### config.mk
export PLATFORM = sky130hd
export DESIGN_NAME = tmds_encoder
export DESIGN_NICKNAME = d
export VERILOG_FILES = /design/src/rtl/tmds_encoder.sv
export SDC_FILE = /design/constraint.sdc
export NUM_CORES = 1
export LEC_CHECK = 0
export BUFFER_PORTS_ARGS = -buffer_cell sky130_fd_sc_hd__buf_2
export CORE_MARGIN = 2
export CORE_UTILIZATION = 35
export DETAILED_ROUTE_END_ITERATION = 16
export PLACE_DENSITY = 0.51
export SLEW_MARGIN = 20
export SYNTH_ARGS = -nofsm -noshare
export SYNTH_HDL_FRONTEND = slang
export SYNTH_SLANG_ARGS = --single-unit
### constraint.sdc
create_clock -name pixel_clock -period 4.68 [get_ports pixel_clock]
set_input_delay 0.702 -clock pixel_clock [delete_from_list [all_inputs] [get_ports pixel_clock]]
set_output_delay 0.702 -clock pixel_clock [all_outputs]
set_load 0.05 [all_outputs]
### src/rtl/tmds_encoder.sv
// tmds_encoder: DVI 1.0 TMDS encoder for three channels. Channel 0 is blue,
// channel 1 is green and channel 2 is red.
// The data path is a 3-stage pipeline: input register, q_m formation, then
// DC balance feeding the output register. During blanking the encoder emits
// control codes, and channel 0 carries {vsync, hsync}.
// Optional macro HDMI_GUARD_BAND_EN adds a 10-cycle look-ahead delay line.
// With it, the encoder emits the HDMI preamble and video guard band ahead of
// each active-video run, and total latency becomes 13.
module tmds_encoder #(
  parameter int PIPE_LAT = 3
) (
  input  logic        pixel_clock,
  input  logic        reset,
  input  logic        video_vsync,
  input  logic        video_hsync,
  input  logic        video_den,
  input  logic [23:0] video_pixel,
  output logic [9:0]  tmds_ch0,
  output logic [9:0]  tmds_ch1,
  output logic [9:0]  tmds_ch2
);

  // Stages that carry den/sync alongside the data before the output register.
  localparam int STAGES = PIPE_LAT - 1;

  localparam logic [9:0] CTL_00  = 10'b1101010100;
  localparam logic [9:0] CTL_01  = 10'b0010101011;
  localparam logic [9:0] CTL_10  = 10'b0101010100;
  localparam logic [9:0] CTL_11  = 10'b1010101011;
  localparam logic [9:0] GB_CH02 = 10'b1011001100;
  localparam logic [9:0] GB_CH1  = 10'b0100110011;

  typedef enum logic [1:0] {
    CTL_SYNC,
    CTL_PREAMBLE,
    CTL_GUARD
  } ctl_kind_t;

  function automatic logic [3:0] ones8(input logic [7:0] b);
    logic [3:0] n;
    n = '0;
    for (int i = 0; i < 8; i++) n += {3'b000, b[i]};
    return n;
  endfunction

  // Transition-minimising stage: chooses XOR or XNOR chaining from N1(D).
  function automatic logic [8:0] min_trans(input logic [7:0] d, input logic [3:0] n1);
    logic [8:0] q;
    logic       use_xnor;
    use_xnor = (n1 > 4'd4) || ((n1 == 4'd4) && !d[0]);
    q[0] = d[0];
    for (int i = 1; i < 8; i++) q[i] = use_xnor ? ~(q[i-1] ^ d[i]) : (q[i-1] ^ d[i]);
    q[8] = ~use_xnor;
    return q;
  endfunction

  function automatic logic [9:0] ctl_code(input logic [1:0] c);
    unique case (c)
      2'b00:   return CTL_00;
      2'b01:   return CTL_01;
      2'b10:   return CTL_10;
      default: return CTL_11;
    endcase
  endfunction

  // Sample presented to S1: either the live inputs or the delay-line tail.
  logic        s0_den;
  logic        s0_vsync;
  logic        s0_hsync;
  logic [23:0] s0_pixel;
  ctl_kind_t   s0_kind;

`ifdef HDMI_GUARD_BAND_EN
  localparam int LOOKAHEAD = 10;

  typedef struct packed {
    logic        den;
    logic        vsync;
    logic        hsync;
    logic [23:0] pixel;
  } sample_t;

  sample_t              dly [LOOKAHEAD];
  logic [LOOKAHEAD:1]   den_ahead;

  // Look-ahead delay line; its tail feeds S1 while the rest reveals upcoming den.
  always_ff @(posedge pixel_clock) begin
    // NOTE: sequential state uses <= so every register samples pre-edge values
    // regardless of statement order.
    if (!reset) begin
      // NOTE: this small array is flushed on reset because stale den bits would
      // otherwise fake a guard band after reset.
      for (int i = 0; i < LOOKAHEAD; i++) dly[i] <= '0;
    end else begin
      dly[0] <= {video_den, video_vsync, video_hsync, video_pixel};
      for (int i = 1; i < LOOKAHEAD; i++) dly[i] <= dly[i-1];
    end
  end

  // Classify blanking samples by their distance to the next den rise.
  always_comb begin
    // NOTE: every output of this block gets a default first, so no latch can form.
    den_ahead = '0;
    s0_kind   = CTL_SYNC;
    s0_den    = dly[LOOKAHEAD-1].den;
    s0_vsync  = dly[LOOKAHEAD-1].vsync;
    s0_hsync  = dly[LOOKAHEAD-1].hsync;
    s0_pixel  = dly[LOOKAHEAD-1].pixel;
    for (int k = 1; k < LOOKAHEAD; k++) den_ahead[k] = dly[LOOKAHEAD-1-k].den;
    den_ahead[LOOKAHEAD] = video_den;
    // Scan from far to near so the nearest active sample decides.
    for (int k = LOOKAHEAD; k >= 1; k--) begin
      if (den_ahead[k]) s0_kind = (k <= 2) ? CTL_GUARD : CTL_PREAMBLE;
    end
  end
`else
  // Plain DVI: inputs feed S1 directly and blanking is always sync codes.
  always_comb begin
    s0_den   = video_den;
    s0_vsync = video_vsync;
    s0_hsync = video_hsync;
    s0_pixel = video_pixel;
    s0_kind  = CTL_SYNC;
  end
`endif

  logic [STAGES-1:0] den_pipe;
  logic [STAGES-1:0] vsync_pipe;
  logic [STAGES-1:0] hsync_pipe;
  ctl_kind_t         kind_pipe [STAGES];

  logic [7:0] s1_data [3];
  logic [3:0] s1_n1   [3];
  logic [8:0] qm_nxt  [3];
  logic [8:0] s2_qm   [3];
  logic [3:0] s2_n1   [3];
  logic [3:0] s2_n0   [3];

  logic signed [4:0] cnt      [3];
  logic signed [4:0] cnt_nxt  [3];
  logic signed [4:0] disp     [3];
  logic signed [4:0] bias_set [3];
  logic signed [4:0] bias_clr [3];
  logic [9:0]        sym      [3];
  logic [9:0]        sym_nxt  [3];

  logic      den_s3;
  logic      vsync_s3;
  logic      hsync_s3;
  ctl_kind_t kind_s3;

  // Carry den, syncs and blanking kind alongside the data stages.
  always_ff @(posedge pixel_clock) begin
    if (!reset) begin
      den_pipe   <= '0;
      vsync_pipe <= '0;
      hsync_pipe <= '0;
      for (int i = 0; i < STAGES; i++) kind_pipe[i] <= CTL_SYNC;
    end else begin
      den_pipe[0]   <= s0_den;
      vsync_pipe[0] <= s0_vsync;
      hsync_pipe[0] <= s0_hsync;
      kind_pipe[0]  <= s0_kind;
      for (int i = 1; i < STAGES; i++) begin
        den_pipe[i]   <= den_pipe[i-1];
        vsync_pipe[i] <= vsync_pipe[i-1];
        hsync_pipe[i] <= hsync_pipe[i-1];
        kind_pipe[i]  <= kind_pipe[i-1];
      end
    end
  end

  // S1: register each channel byte and its popcount.
  always_ff @(posedge pixel_clock) begin
    if (!reset) begin
      for (int c = 0; c < 3; c++) begin
        s1_data[c] <= '0;
        s1_n1[c]   <= '0;
      end
    end else begin
      for (int c = 0; c < 3; c++) begin
        s1_data[c] <= s0_pixel[8*c +: 8];
        s1_n1[c]   <= ones8(s0_pixel[8*c +: 8]);
      end
    end
  end

  // S2 combinational: q_m from the registered byte.
  always_comb begin
    for (int c = 0; c < 3; c++) qm_nxt[c] = min_trans(s1_data[c], s1_n1[c]);
  end

  // S2: register q_m together with the ones/zeros count of its low byte.
  always_ff @(posedge pixel_clock) begin
    if (!reset) begin
      for (int c = 0; c < 3; c++) begin
        s2_qm[c] <= '0;
        s2_n1[c] <= '0;
        s2_n0[c] <= '0;
      end
    end else begin
      for (int c = 0; c < 3; c++) begin
        s2_qm[c] <= qm_nxt[c];
        s2_n1[c] <= ones8(qm_nxt[c][7:0]);
        s2_n0[c] <= 4'd8 - ones8(qm_nxt[c][7:0]);
      end
    end
  end

  assign den_s3   = den_pipe[STAGES-1];
  assign vsync_s3 = vsync_pipe[STAGES-1];
  assign hsync_s3 = hsync_pipe[STAGES-1];
  assign kind_s3  = kind_pipe[STAGES-1];

  // S3 combinational: DC balance in active video, control symbols in blanking.
  always_comb begin
    for (int c = 0; c < 3; c++) begin
      disp[c]     = $signed({1'b0, s2_n1[c]}) - $signed({1'b0, s2_n0[c]});
      bias_set[c] = $signed({3'b000, s2_qm[c][8], 1'b0});
      bias_clr[c] = $signed({3'b000, ~s2_qm[c][8], 1'b0});
      if ((cnt[c] == 5'sd0) || (disp[c] == 5'sd0)) begin
        sym_nxt[c] = {~s2_qm[c][8], s2_qm[c][8],
                      s2_qm[c][8] ? s2_qm[c][7:0] : ~s2_qm[c][7:0]};
        cnt_nxt[c] = s2_qm[c][8] ? (cnt[c] + disp[c]) : (cnt[c] - disp[c]);
      end else if (((cnt[c] > 5'sd0) && (disp[c] > 5'sd0)) ||
                   ((cnt[c] < 5'sd0) && (disp[c] < 5'sd0))) begin
        sym_nxt[c] = {1'b1, s2_qm[c][8], ~s2_qm[c][7:0]};
        cnt_nxt[c] = cnt[c] + bias_set[c] - disp[c];
      end else begin
        sym_nxt[c] = {1'b0, s2_qm[c][8], s2_qm[c][7:0]};
        cnt_nxt[c] = cnt[c] - bias_clr[c] + disp[c];
      end
    end

    if (!den_s3) begin
      for (int c = 0; c < 3; c++) cnt_nxt[c] = '0;
      sym_nxt[0] = (kind_s3 == CTL_GUARD) ? GB_CH02 : ctl_code({vsync_s3, hsync_s3});
      unique case (kind_s3)
        CTL_GUARD:    sym_nxt[1] = GB_CH1;
        CTL_PREAMBLE: sym_nxt[1] = CTL_01;
        default:      sym_nxt[1] = CTL_00;
      endcase
      sym_nxt[2] = (kind_s3 == CTL_GUARD) ? GB_CH02 : CTL_00;
    end
  end

  // S3: output symbols and running disparity.
  always_ff @(posedge pixel_clock) begin
    if (!reset) begin
      for (int c = 0; c < 3; c++) begin
        sym[c] <= CTL_00;
        cnt[c] <= '0;
      end
    end else begin
      for (int c = 0; c < 3; c++) begin
        sym[c] <= sym_nxt[c];
        cnt[c] <= cnt_nxt[c];
      end
    end
  end

  assign tmds_ch0 = sym[0];
  assign tmds_ch1 = sym[1];
  assign tmds_ch2 = sym[2];

endmodule

==> summary.txt <==
Yosys
  • Synth Cell Area: approximately 7600 um^2
  • Number of synthesis warnings: 0
  • Top cells by area, synth: dfxtp_1, ha_1, fa_1
  • Seq/Total Area, Yosys: 34.7%
  • Synthesized net count: slightly above 900
  • Most frequent cell after synthesis: dfxtp_1
  • Top FF cell, synth: dfxtp_1
  • Post-synthesis async set-or-reset flop share: 0%
  • Post-synth top area share: 34.7%
  • Syn_area_per_cell: between 9 and 10 um^2
  • Top cells by count, synth: dfxtp_1, inv_1, ha_1
  • FF+latch count, synth: roughly 130
  • Library cells used by synthesis: 39
  • Post-synth EDFFs: 0
  • Yosys top cell by area: dfxtp_1
  • Cells after synthesis: 781

CTS
  • Clock tree buffer depth: 2
  • CTS H-Tree Depth: 4
  • CTS Buf Count: 17
  • Root Buffer: clkbuf_16
  • CTS tree: done
  • Post-CTS Hold Fix Bufs: 0
  • Clock latency on the worst-skew pair: between 0.4 and 0.5 ns
  • Setup Buffers After CTS: 0
  • Clock Pin Slew Worst Setup and Hold Paths: roughly 0.06 ns
  • CTS resizes: 0
  • CTS Sinks: ~130

Timing
  • Least-Margin Pin Slew: 0.833 ns
  • Setup ws final: between 0.7 and 0.8 ns
  • Final setup viols: 0
  • Post-route clock period utilization: a little over four fifths
  • Hold Fails Final Rpt: 0
  • Final setup TNS: 0 ns
  • RSZ-0062 raised after global routing: false
  • Final Skew: 0.00918 ns
  • Final worst path period need: 3.91 ns
  • Slew margin rel.: 44.3%
  • Max Clk Rate: 256 MHz
  • Slew Limit Fails: 0

Placed design
  • Setup WS pre-CTS: a little over 0.8 ns
  • GPL Wtd Cong: just under 0.8
  • # port buffers: 58
  • Post-DP HPWL: roughly 11 mm

Route
  • Vias: about 4800
  • Final wirelength: about 14 mm
  • Vias per std cell: 4.25
  • TritonRoute pass-1 iters: 4
  • Avg WL per Cell: ~12 um
  • DRT iter0 DRCs: around 170
  • DRC: 0
  • Routed Antenna Nets: 0

Floorplanning
  • I/O pins: between 50 and 60
  • Site row count: 53
  • Die W: about 150 um
  • Die Y: about 150 um
  • Core footprint: about 21000 um^2
  • Die Area: about 23000 um^2
  • Starting Density: roughly 36%

Global routing
  • Total gr overflow: 0
  • Antenna violations before repair: 0
  • GRT Total Usage: 13.4%
  • Vias in the first global route: roughly 5000
  • Pin count of the biggest net entering global routing: 67
  • First-pass GRT wire length: between 20 and 25 mm

Critical path
  • Largest stage delay, worst path: roughly 0.47 ns
  • Largest delay share family, worst path: adder cells
  • Critical Path Fanout Max: 4
  • CP endpoint kind: register
  • Critical Path Slowest Stage Cell: fa_1
  • Crit path DAT: 4.21 ns
  • Crit path launch type: register
  • Setup slack, reg-to-reg: around 0.77 ns
  • Cell Chain, Critical Path: xor2_1 > xnor2_1 > xor2_1 > xnor2_1 > xnor2_1 > fa_1 > inv_1 > fa_1 > ha_1 > inv_1 > fa_1 > ha_1 > and2_1 > o21a_1
  • Buf+Inv Stages, Crit Path: 2
  • WP data required: about 5 ns
  • Critical path class: register to register

Outcome
  • Status: complete, no violations

Run
  • Maxcap violations: 0

Finish
  • Layout cells sized above 1: approximately an eighth
  • # nets final: around 1000
  • Ant diodes: 0
  • Area grow syn2layout: 15.3%
  • Fill cells: around 2100

Min path
  • HP Class: register to register
## worst reg2reg max path, stage by stage, from the launching register on
cell	delay, ns
dfxtp_1	0.39
xor2_1	0.26
xnor2_1	0.21
xor2_1	0.28
xnor2_1	0.15
xnor2_1	0.29
fa_1	0.47
inv_1	0.08
fa_1	0.41
ha_1	0.21
inv_1	0.07
fa_1	0.47
ha_1	0.22
and2_1	0.13
o21a_1	0.16
## cell usage in the layout (no fill, tap or decap), types with 6 or more instances in the layout
master / netlist / layout
buf_2: 0 / 58
nor2b_1: 7 / 7
mux2i_1: 6 / 6
clkbuf_16: 0 / 17
inv_1: 107 / 106
nor2_1: 80 / 80
ha_1: 89 / 89
nand2_1: 27 / 27
a21o_1: 12 / 12
fa_1: 36 / 36
a21oi_1: 36 / 36
xnor2_1: 75 / 75
xor2_1: 29 / 29
dfxtp_1: 132 / 132
and2_1: 52 / 52
o21ai_0: 16 / 16
xnor2_2: 6 / 6
a211oi_1: 6 / 6
## state kept, by name (all words and copies together), names as in the netlist, named ones only
| register | flops |
|---|---|
| sym | 30 |
| s2_qm | 27 |
| s1_data | 24 |
| cnt | 12 |
| s1_n1 | 12 |
| s2_n0 | 9 |
| s2_n1 | 9 |
| den_pipe | 2 |
| hsync_pipe | 2 |
| vsync_pipe | 2 |
## metrics by stage
| stage | instance area, um^2 | utilization, % | instances | hold slack, ns |
|---|---|---|---|---|
| final | 8780 | 41.5 | 1130 | 0.433 |
| after global routing | 8780 | 41.5 | 1130 | 0.472 |
| after floorplan | 7610 | - | 781 | 0.412 |
| after CTS | 8780 | 41.5 | 1130 | 0.435 |
| after detailed placement | 8180 | 38.7 | 1098 | 0.419 |
| after global placement | 8180 | 38.7 | 1098 | 0.415 |
## routing by layer
layer / part of all wire (%) / global-route usage [%] / vias up
met2: 43 / 20.2 / 56
met5: 0 / 0 / -
met3: 2.6 / 2.81 / 16
li1: - / - / 2591
met1: 53 / 18.8 / 2139
met4: 1.6 / 4.86 / 0
## logic make-up after synthesis
group | count (synthesis) | share of synthesized area (%)
and+or+nand+nor | 188 | 12.0
DFF | 132 | 34.7
adders and majority gates | 125 | 24.1
buffers and inverters | 124 | 6.26
xor gates and xnor gates | 112 | 13.8
AOI/OAI and AO/OA | 94 | 8.28
muxes | 6 | 0.789
## area by class of cell
type	instances	area (um^2)	share of cell area [%]
inverters	107	402	4.57
repair buffers	59	298	3.39
clock inverters	12	143	1.62
well taps	275	344	3.92
flip-flops and latches	132	2640	30.1
clock buffers	20	457	5.20
multi-input cells	525	4490	51.2
## worst paths after layout
path | cells past startpoint | start | end
hold / removal | 1 | vsync_pipe[0]$_SDFF_PN0_ | vsync_pipe[1]$_SDFF_PN0_
setup / recovery | 14 | s1_data[0][10]$_SDFF_PN0_ | s2_n0[0][6]$_SDFF_PN0_
hold reg to reg | 1 | vsync_pipe[0]$_SDFF_PN0_ | vsync_pipe[1]$_SDFF_PN0_
setup reg to reg | 14 | s1_data[0][10]$_SDFF_PN0_ | s2_n0[0][6]$_SDFF_PN0_
Power is left out: the tool's default activity adds up to more than one toggle a clock period on the data nets, which glitch-free logic cannot reach.
